<file path="config.mk">
export PLATFORM = sky130hd
export DESIGN_NAME = uart_tx_arbiter
export DESIGN_NICKNAME = d
export VERILOG_FILES = /design/src/rtl/uart_tx_arbiter.sv
export SDC_FILE = /design/constraint.sdc
export NUM_CORES = 1
export LEC_CHECK = 0
export ABC_AREA = 1
export CAP_MARGIN = 20
export CORE_MARGIN = 5
export CORE_UTILIZATION = 42
export CTS_CLUSTER_DIAMETER = 30
export DETAILED_ROUTE_END_ITERATION = 12
export PLACE_DENSITY_LB_ADDON = 0.3
export SLEW_MARGIN = 30
export SYNTH_ARGS = -nofsm -noshare
export SYNTH_HDL_FRONTEND = slang
export SYNTH_SLANG_ARGS = --single-unit
export TNS_END_PERCENT = 1
</file>
<file path="constraint.sdc">
create_clock -name clk_i -period 1.8 [get_ports clk_i]
set_input_delay 0.27 -clock clk_i [delete_from_list [all_inputs] [get_ports clk_i]]
set_output_delay 0.27 -clock clk_i [all_outputs]
set_load 0.01 [all_outputs]
</file>
<file path="src/rtl/uart_tx_arbiter.sv">
// Round-robin arbiter that shares one uart_tx among N_REQ byte-stream requesters.
// Frames are timed locally because uart_tx has no busy output.
module uart_tx_arbiter #(
    parameter int unsigned N_REQ        = 4,
    parameter int unsigned CLKS_PER_BIT = 868,
    parameter int unsigned FRAME_BITS   = 10,
    parameter int unsigned GAP_CLKS     = 0
) (
    input  logic               clk_i,
    input  logic               srst_i,
    input  logic [N_REQ-1:0]   req_valid_i,
    input  logic [8*N_REQ-1:0] req_data_i,
    input  logic [N_REQ-1:0]   req_last_i,
    output logic [N_REQ-1:0]   req_ready_o,
    output logic               tx_start_o,
    output logic [7:0]         tx_data_o,
    output logic [N_REQ-1:0]   grant_o,
    output logic               busy_o
);

    localparam int unsigned FrameClks = CLKS_PER_BIT * FRAME_BITS + GAP_CLKS;
    localparam int unsigned CntW      = (FrameClks > 2) ? $clog2(FrameClks) : 1;
    localparam int unsigned PtrW      = (N_REQ > 1) ? $clog2(N_REQ) : 1;
    localparam logic [CntW-1:0] CntLoad = CntW'(FrameClks - 1);
    localparam logic [PtrW-1:0] PtrRst  = PtrW'(N_REQ - 1);

    typedef enum logic [1:0] {StIdle, StStart, StWait} state_e;

    state_e            state_q;
    logic [CntW-1:0]   cnt_q;
    logic [PtrW-1:0]   ptr_q;
    logic              lock_q;
    logic              start_q;
    logic [7:0]        data_q;
    logic [N_REQ-1:0]  grant_q;

    logic [N_REQ-1:0]  own_oh;
    logic [N_REQ-1:0]  hi_mask;
    logic [N_REQ-1:0]  elig;
    logic [N_REQ-1:0]  pick;
    logic [N_REQ-1:0]  win_oh;
    logic [PtrW-1:0]   win;
    logic [7:0]        win_data;
    logic              win_last;
    logic              accept;

    // Requesters above the pointer take priority; wrap to the lowest valid otherwise.
    always_comb begin
        own_oh   = '0;
        hi_mask  = '0;
        win_oh   = '0;
        win      = '0;
        win_data = 8'h00;
        win_last = 1'b1;
        for (int i = 0; i < int'(N_REQ); i++) begin
            own_oh[i]  = (PtrW'(i) == ptr_q);
            hi_mask[i] = (PtrW'(i) > ptr_q);
        end
        elig = lock_q ? (req_valid_i & own_oh) : req_valid_i;
        pick = elig & hi_mask;
        if (pick == '0) begin
            pick = elig;
        end
        for (int i = int'(N_REQ) - 1; i >= 0; i--) begin
            if (pick[i]) begin
                win = PtrW'(i);
            end
        end
        for (int i = 0; i < int'(N_REQ); i++) begin
            if (PtrW'(i) == win) begin
                win_oh[i] = 1'b1;
                win_data  = req_data_i[8*i +: 8];
                win_last  = req_last_i[i];
            end
        end
        req_ready_o = '0;
        if (state_q == StIdle && !srst_i) begin
            req_ready_o = win_oh & elig;
        end
        accept = |req_ready_o;
    end

    always_ff @(posedge clk_i or posedge srst_i) begin
        if (srst_i) begin
            state_q <= StIdle;
            cnt_q   <= '0;
            ptr_q   <= PtrRst;
            lock_q  <= 1'b0;
            start_q <= 1'b0;
            data_q  <= 8'h00;
            grant_q <= '0;
        end else begin
            unique case (state_q)
                StIdle: begin
                    if (accept) begin
                        data_q  <= win_data;
                        grant_q <= win_oh;
                        ptr_q   <= win;
                        lock_q  <= ~win_last;
                        start_q <= 1'b1;
                        state_q <= StStart;
                    end else if (lock_q) begin
                        // Owner went away mid-packet: release so others can be served.
                        lock_q <= 1'b0;
                    end
                end
                StStart: begin
                    start_q <= 1'b0;
                    cnt_q   <= CntLoad;
                    state_q <= StWait;
                end
                StWait: begin
                    if (cnt_q == '0) begin
                        state_q <= StIdle;
                        grant_q <= '0;
                    end else begin
                        cnt_q <= cnt_q - 1'b1;
                    end
                end
                default: state_q <= StIdle;
            endcase
        end
    end

    assign tx_start_o = start_q;
    assign tx_data_o  = data_q;
    assign grant_o    = grant_q;
    assign busy_o     = (state_q != StIdle);

endmodule

</file>
# After elaboration in Yosys (flattened, before gate mapping)
# Cells that the tools add are included.
# op_classes
add_sub_neg	1
magnitude_cmp	4
eq_ne	11
mux	30
bitwise_logic	4
reduce_logical	17
# ops
op	n
$mux W8	4
$pmux W14 S2	1
$mux W4	5
$logic_not A14 Y1	1
$mux W14	1
$sub A14 B1 Y14 const B	1
$and A4 B4 Y4	3
$mux W2	6
$mux W1	10
$eq A2 B2 Y1 const A	4
$pmux W4 S2	1
$reduce_and A2 Y1	4
$reduce_bool A2 Y1	4
$logic_not A2 Y1	3
$ne A2 B2 Y1 const B	3
$pmux W2 S3	1
$eq A1 B2 Y1 const A	2
$gt A1 B2 Y1 const A	2
$gt A2 B2 Y1 const A	2
$logic_not A4 Y1	1
$reduce_or A4 Y1	1
$reduce_and A3 Y1	1
$eq A2 B1 Y1 const B	1
$eq A2 B2 Y1 const B	1
other kinds (4)	4
# totals
register_bits	32
in_bits	42
output_inout_bits	18
wordCells	74

# Depth between registers and ports, before layout
# depth
word_depth	17
mapped_depth	13
depth_no_buf	13

# Least setup slack after synthesis
# No wires, ideal clock.
# synth_path
path_kind	reg2out
from	register ptr_q[0]
to	output port req_ready_o[1]
arrival_time_ns	1.529
required_ns	1.530
setup_slack_ns	0.001
path_stages_with_launch	12
path_buffers	1
cell_sequence	dfstp_2 > inv_2 > nand2_2 > nand2_2 > nand3_2 > nand4_1 > nand3_2 > nand2_1 > buf_2 > nor2_1 > nand2_1 > inv_1
# synth_between
elab_chain_cells	14
elab_cells_between_ends	21
classes_between	order compare: 4; eq/ne: 4; mux: 8; bitwise: 3; reduce/logical: 2
# synth_lines
item	line_no	text
from (decl)	31	logic [PtrW-1:0] ptr_q;
from (signal assigned)	87	ptr_q <= PtrRst;
from (signal assigned)	98	ptr_q <= win;
$eq A1 B2 Y1, or another cell as far along	56	own_oh[i] = (PtrW'(i) == ptr_q);
$and A4 B4 Y4	59	elig = lock_q ? (req_valid_i & own_oh) : req_valid_i;
$mux W4	59	
$and A4 B4 Y4	60	pick = elig & hi_mask;
$logic_not A4 Y1	61	if (pick == '0) begin
$mux W4	61	
$mux W2 (4 in a row)	65	if (pick[i]) begin
$eq A1 B2 Y1	70	if (PtrW'(i) == win) begin
$mux W1	70	
$and A4 B4 Y4 *	78	req_ready_o = win_oh & elig;
$mux W4 *	77	if (state_q == StIdle && !srst_i) begin
to (decl)	14	output logic [N_REQ-1:0] req_ready_o,
# Every way passes the cells marked *; elsewhere a longest branch is shown, timed or not.

# Worst setup path after layout
# layout_path
from	register ptr_q[0]
to	output port req_ready_o[3]
# layout_between
elab_chain_cells	14
elab_cells_between_ends	21
classes_between	order compare: 4; eq/ne: 4; mux: 8; bitwise: 3; reduce/logical: 2
# layout_lines
item	line_no
$eq A1 B2 Y1, or another cell as far along	56
$and A4 B4 Y4	59
$mux W4	59
$and A4 B4 Y4	60
$logic_not A4 Y1	61
$mux W4	61
$mux W2 (4 in a row)	65
$eq A2 B2 Y1	70
$mux W1	70
$and A4 B4 Y4 *	78
$mux W4 *	77
# Marked as above.

==> flow_metrics.py <==
metrics = {
    "placement": {
        "place_area_mm2": 0.00287,
        "place_congestion": 0.882,
        "place_hpwl_mm": 4.27,
        "portBuffers": 59,
    },
    "cells_and_area": {
        "diodes": 0,
        "fin_util_pct": 66.5,
        "drive_gt1_share_pct": 26.8,
        "area_growth_pct": 56.3,
        "fin_nets": 404,
        "final_area_mm2": 0.00310,
    },
    "yosys": {
        "ys_async_sr_fraction_pct": 100,
        "synth-edff-count": 0,
        "yosysTopAreaCellShare_pct": 37.9,
        "synth_seq_cells": 32,
        "synth_ff_type": "dfrtp_1",
        "syn_nets": 304,
        "synth_area_leader_cell": "dfrtp_1",
        "synth.area.top_cells": "dfrtp_1, nand2_1, nand3_1",
        "yosysMostFrequentCell": "nand2_1",
        "synth.distinct_cells": 35,
        "synthesis.area_mm2": 0.00198,
        "synth_top_cells_by_count": "nand2_1, nand3_1, dfrtp_1, inv_1, nor2_1",
        "synthCells": 261,
        "avgSynthCellArea_um2": 7.60,
        "yosysSeqAreaShare_pct": 40.5,
        "synth_warnings": 0,
    },
    "routing": {
        "drc": 0,
        "vias": 2090,
        "dr_wl_met3_um": 475,
        "wl_per_cell_um": 13.2,
        "firstDrtPassIters": 4,
        "via_per_inst": 5.02,
        "route.met2.wl_mm": 2.80,
        "totalWireLength_mm": 5.50,
        "antenna_left": 0,
        "m1WireLength_mm": 2.13,
        "first_iter_violations": 75,
        "topRoutingLayerUsed": "met4",
    },
    "run_status": {
        "violations": "negative setup slack",
        "outcome": "finished, violations left",
    },
    "timing": {
        "slew_headroom_pct": 72.8,
        "worst_slew_pin_slew_ps": 408,
        "layout_min_cycle_time_ps": 2110,
        "worst_slack_ps": -312,
        "fin_crit_sh_pct": 117,
        "setup_viol": 19,
        "setup_tns_ps": -2490,
        "rsz0062_at_grt": "yes",
        "hold_viol_final": 0,
        "fmax_mhz": 473,
        "slew_violations": 0,
        "clock_skew_ps": 5.84,
    },
    "power": {
        "leakagePower_uw": 0.00149,
        "p_switching_uw": 1860,
        "p_per_area_mw_per_mm2": 1470,
        "p_int_uw": 2690,
        "seqPwrFrac_pct": 25.9,
        "comb_power_share_pct": 59.2,
        "swShare_pct": 40.9,
        "pwr-share-clk_pct": 14.9,
        "max-vdd-ir-drop_v": 0.000895,
    },
    "clocking": {
        "htreeDepth": 2,
        "tritoncts": "built",
        "clock-root-buffer": "clkbuf_8",
        "clock_sinks": 32,
        "cts_hold_buffers": 0,
        "clk_latency_ps": 280,
        "clk_path_buf_depth": 2,
        "cts_made_buffers": 5,
        "clk_pin_slew_ps": 70,
    },
    "setup_path": {
        "path_max_fanout": 4,
        "cp_data_arrival_time_ps": 1840,
        "worstPathRequired_ps": 1530,
        "cp-start-kind": "register",
        "crit_type": "register to output pin",
        "end_kind": "output pin",
    },
    "floorplan": {
        "start_util_pct": 42.6,
        "boundaryPins": 60,
        "die_x_um": 78.7,
        "rows": 25,
        "core_area_mm2": 0.00466,
        "die_area_mm2": 0.00620,
        "die_y_um": 78.7,
    },
    "run": {
        "drv_cap": 0,
    },
    "global_routing": {
        "grt_pass1_vias": 2065,
        "grt_pass1_wl_mm": 9.08,
        "track_usage_pct": 18.6,
        "grt_start_max_net_pins": 33,
        "grt.overflow.total": 0,
        "antenna_found_initial": 0,
    },
    "min_path": {
        "hp-class": "input pin to async pin",
    },
}
==> cells in the final DEF (no fill, tap or decap), drive strengths merged, types with 3 or more instances in the layout <==
| master | n |
|---|---|
| nand4 | 14 |
| o22ai | 3 |
| dfrtp | 30 |
| o21ai | 14 |
| inv | 37 |
| nand2 | 66 |
| nand3 | 46 |
| a21oi | 4 |
| nor3 | 3 |
| buf | 46 |
| clkbuf | 6 |
| nor2 | 20 |
| clkdlybuf4s50 | 54 |
| xor2 | 4 |
==> power by group through the flow <==
| stage | Sequential [uW] | Combinational [uW] | Clock (uW) |
|---|---|---|---|
| after floorplan | 1200 | 1330 | 0 |
| after global placement | 1170 | 2450 | 0 |
| after detailed placement | 1180 | 2500 | 0 |
| after CTS | 1170 | 2590 | 689 |
| after global routing | 1210 | 2970 | 711 |
| final | 1180 | 2690 | 677 |
==> repair_timing <==
action | CTS | global route
cloned | 0 | 0
setup buffers | 2 | 1
endpoints found under the setup margin | 32 | 37
pin swaps | 3 | 7
gates resized for setup | 27 | 24
hold endpoints to repair | 0 | 0
==> routing by layer <==
metal / vias to the layer above / GRT usage (%)
li1: 1060 / -
met1: 960 / 20.5
met2: 64 / 33.5
met3: 6 / 5.90
met4: 0 / 6.29
met5: - / 0
==> metrics by stage <==
stage          instances  power [uW]  hold slack (ps)  worst slack [ps]
4_1_cts              415        4450              412              -369
3_3_place_gp         405        3620              466              -586
3_5_place_dp         405        3680              474              -574
2_1_floorplan        261        2530              385             0.945
5_1_grt              416        4900              461              -399
6_report             416        4550              407              -312
==> cell type report <==
type                       instances  area (um^2)
clock buffer                       6         72.6
clock inverter                     2         35.0
fill                             404         1560
inverter                          37          141
multi-input combinational        184         1060
sequential                        32          805
tap                               54         67.6
timing repair buffer             101          913
==> registers in the layout (all words and copies together) (netlist names) <==
name and count:
grant_o 4, ptr_q 2, tx_data_o 8, cnt_q 14, state_q 2, tx_start_o 1
lock_q 1
==> kinds of logic (layout without fill, tap and decap cells) <==
logic type	count (synthesis)	in the layout	synth area share (%)
flops	32	32	40.5
buf+inv	45	146	10.2
simple gates	151	151	37.8
compound gates	28	28	9.15
fa+ha+maj	1	1	0.631
xor+xnor	4	4	1.77
==> critical path: stages, from the launching register on <==
cell      delay (ps)
dfstp_2          560
inv_2             60
nand2_2           80
nand2_2           60
nand3_2           80
nand2_1           70
a21boi_2         140
buf_4            140
nor2_4            40
nor3_4           180
buf_2            170
==> final timing paths <==
check	start	endpoint	slack, ps	depth (start not counted)
setup / recovery	ptr_q[0]$_DFFE_PP1P_	req_ready_o[3]	-310	10
hold / removal	srst_i	lock_q$_DFFE_PP0P_	410	3
setup reg to reg	ptr_q[0]$_DFFE_PP1P_	tx_data_o[0]$_DFFE_PP0P_	-140	13
hold reg to reg	tx_data_o[4]$_DFFE_PP0P_	tx_data_o[4]$_DFFE_PP0P_	480	2
max in group asynchronous	srst_i	ptr_q[0]$_DFFE_PP1P_	1070	3
min in group clk_i	tx_data_o[4]$_DFFE_PP0P_	tx_data_o[4]$_DFFE_PP0P_	480	2
No activity file was read; power rests on OpenSTA's default activity.
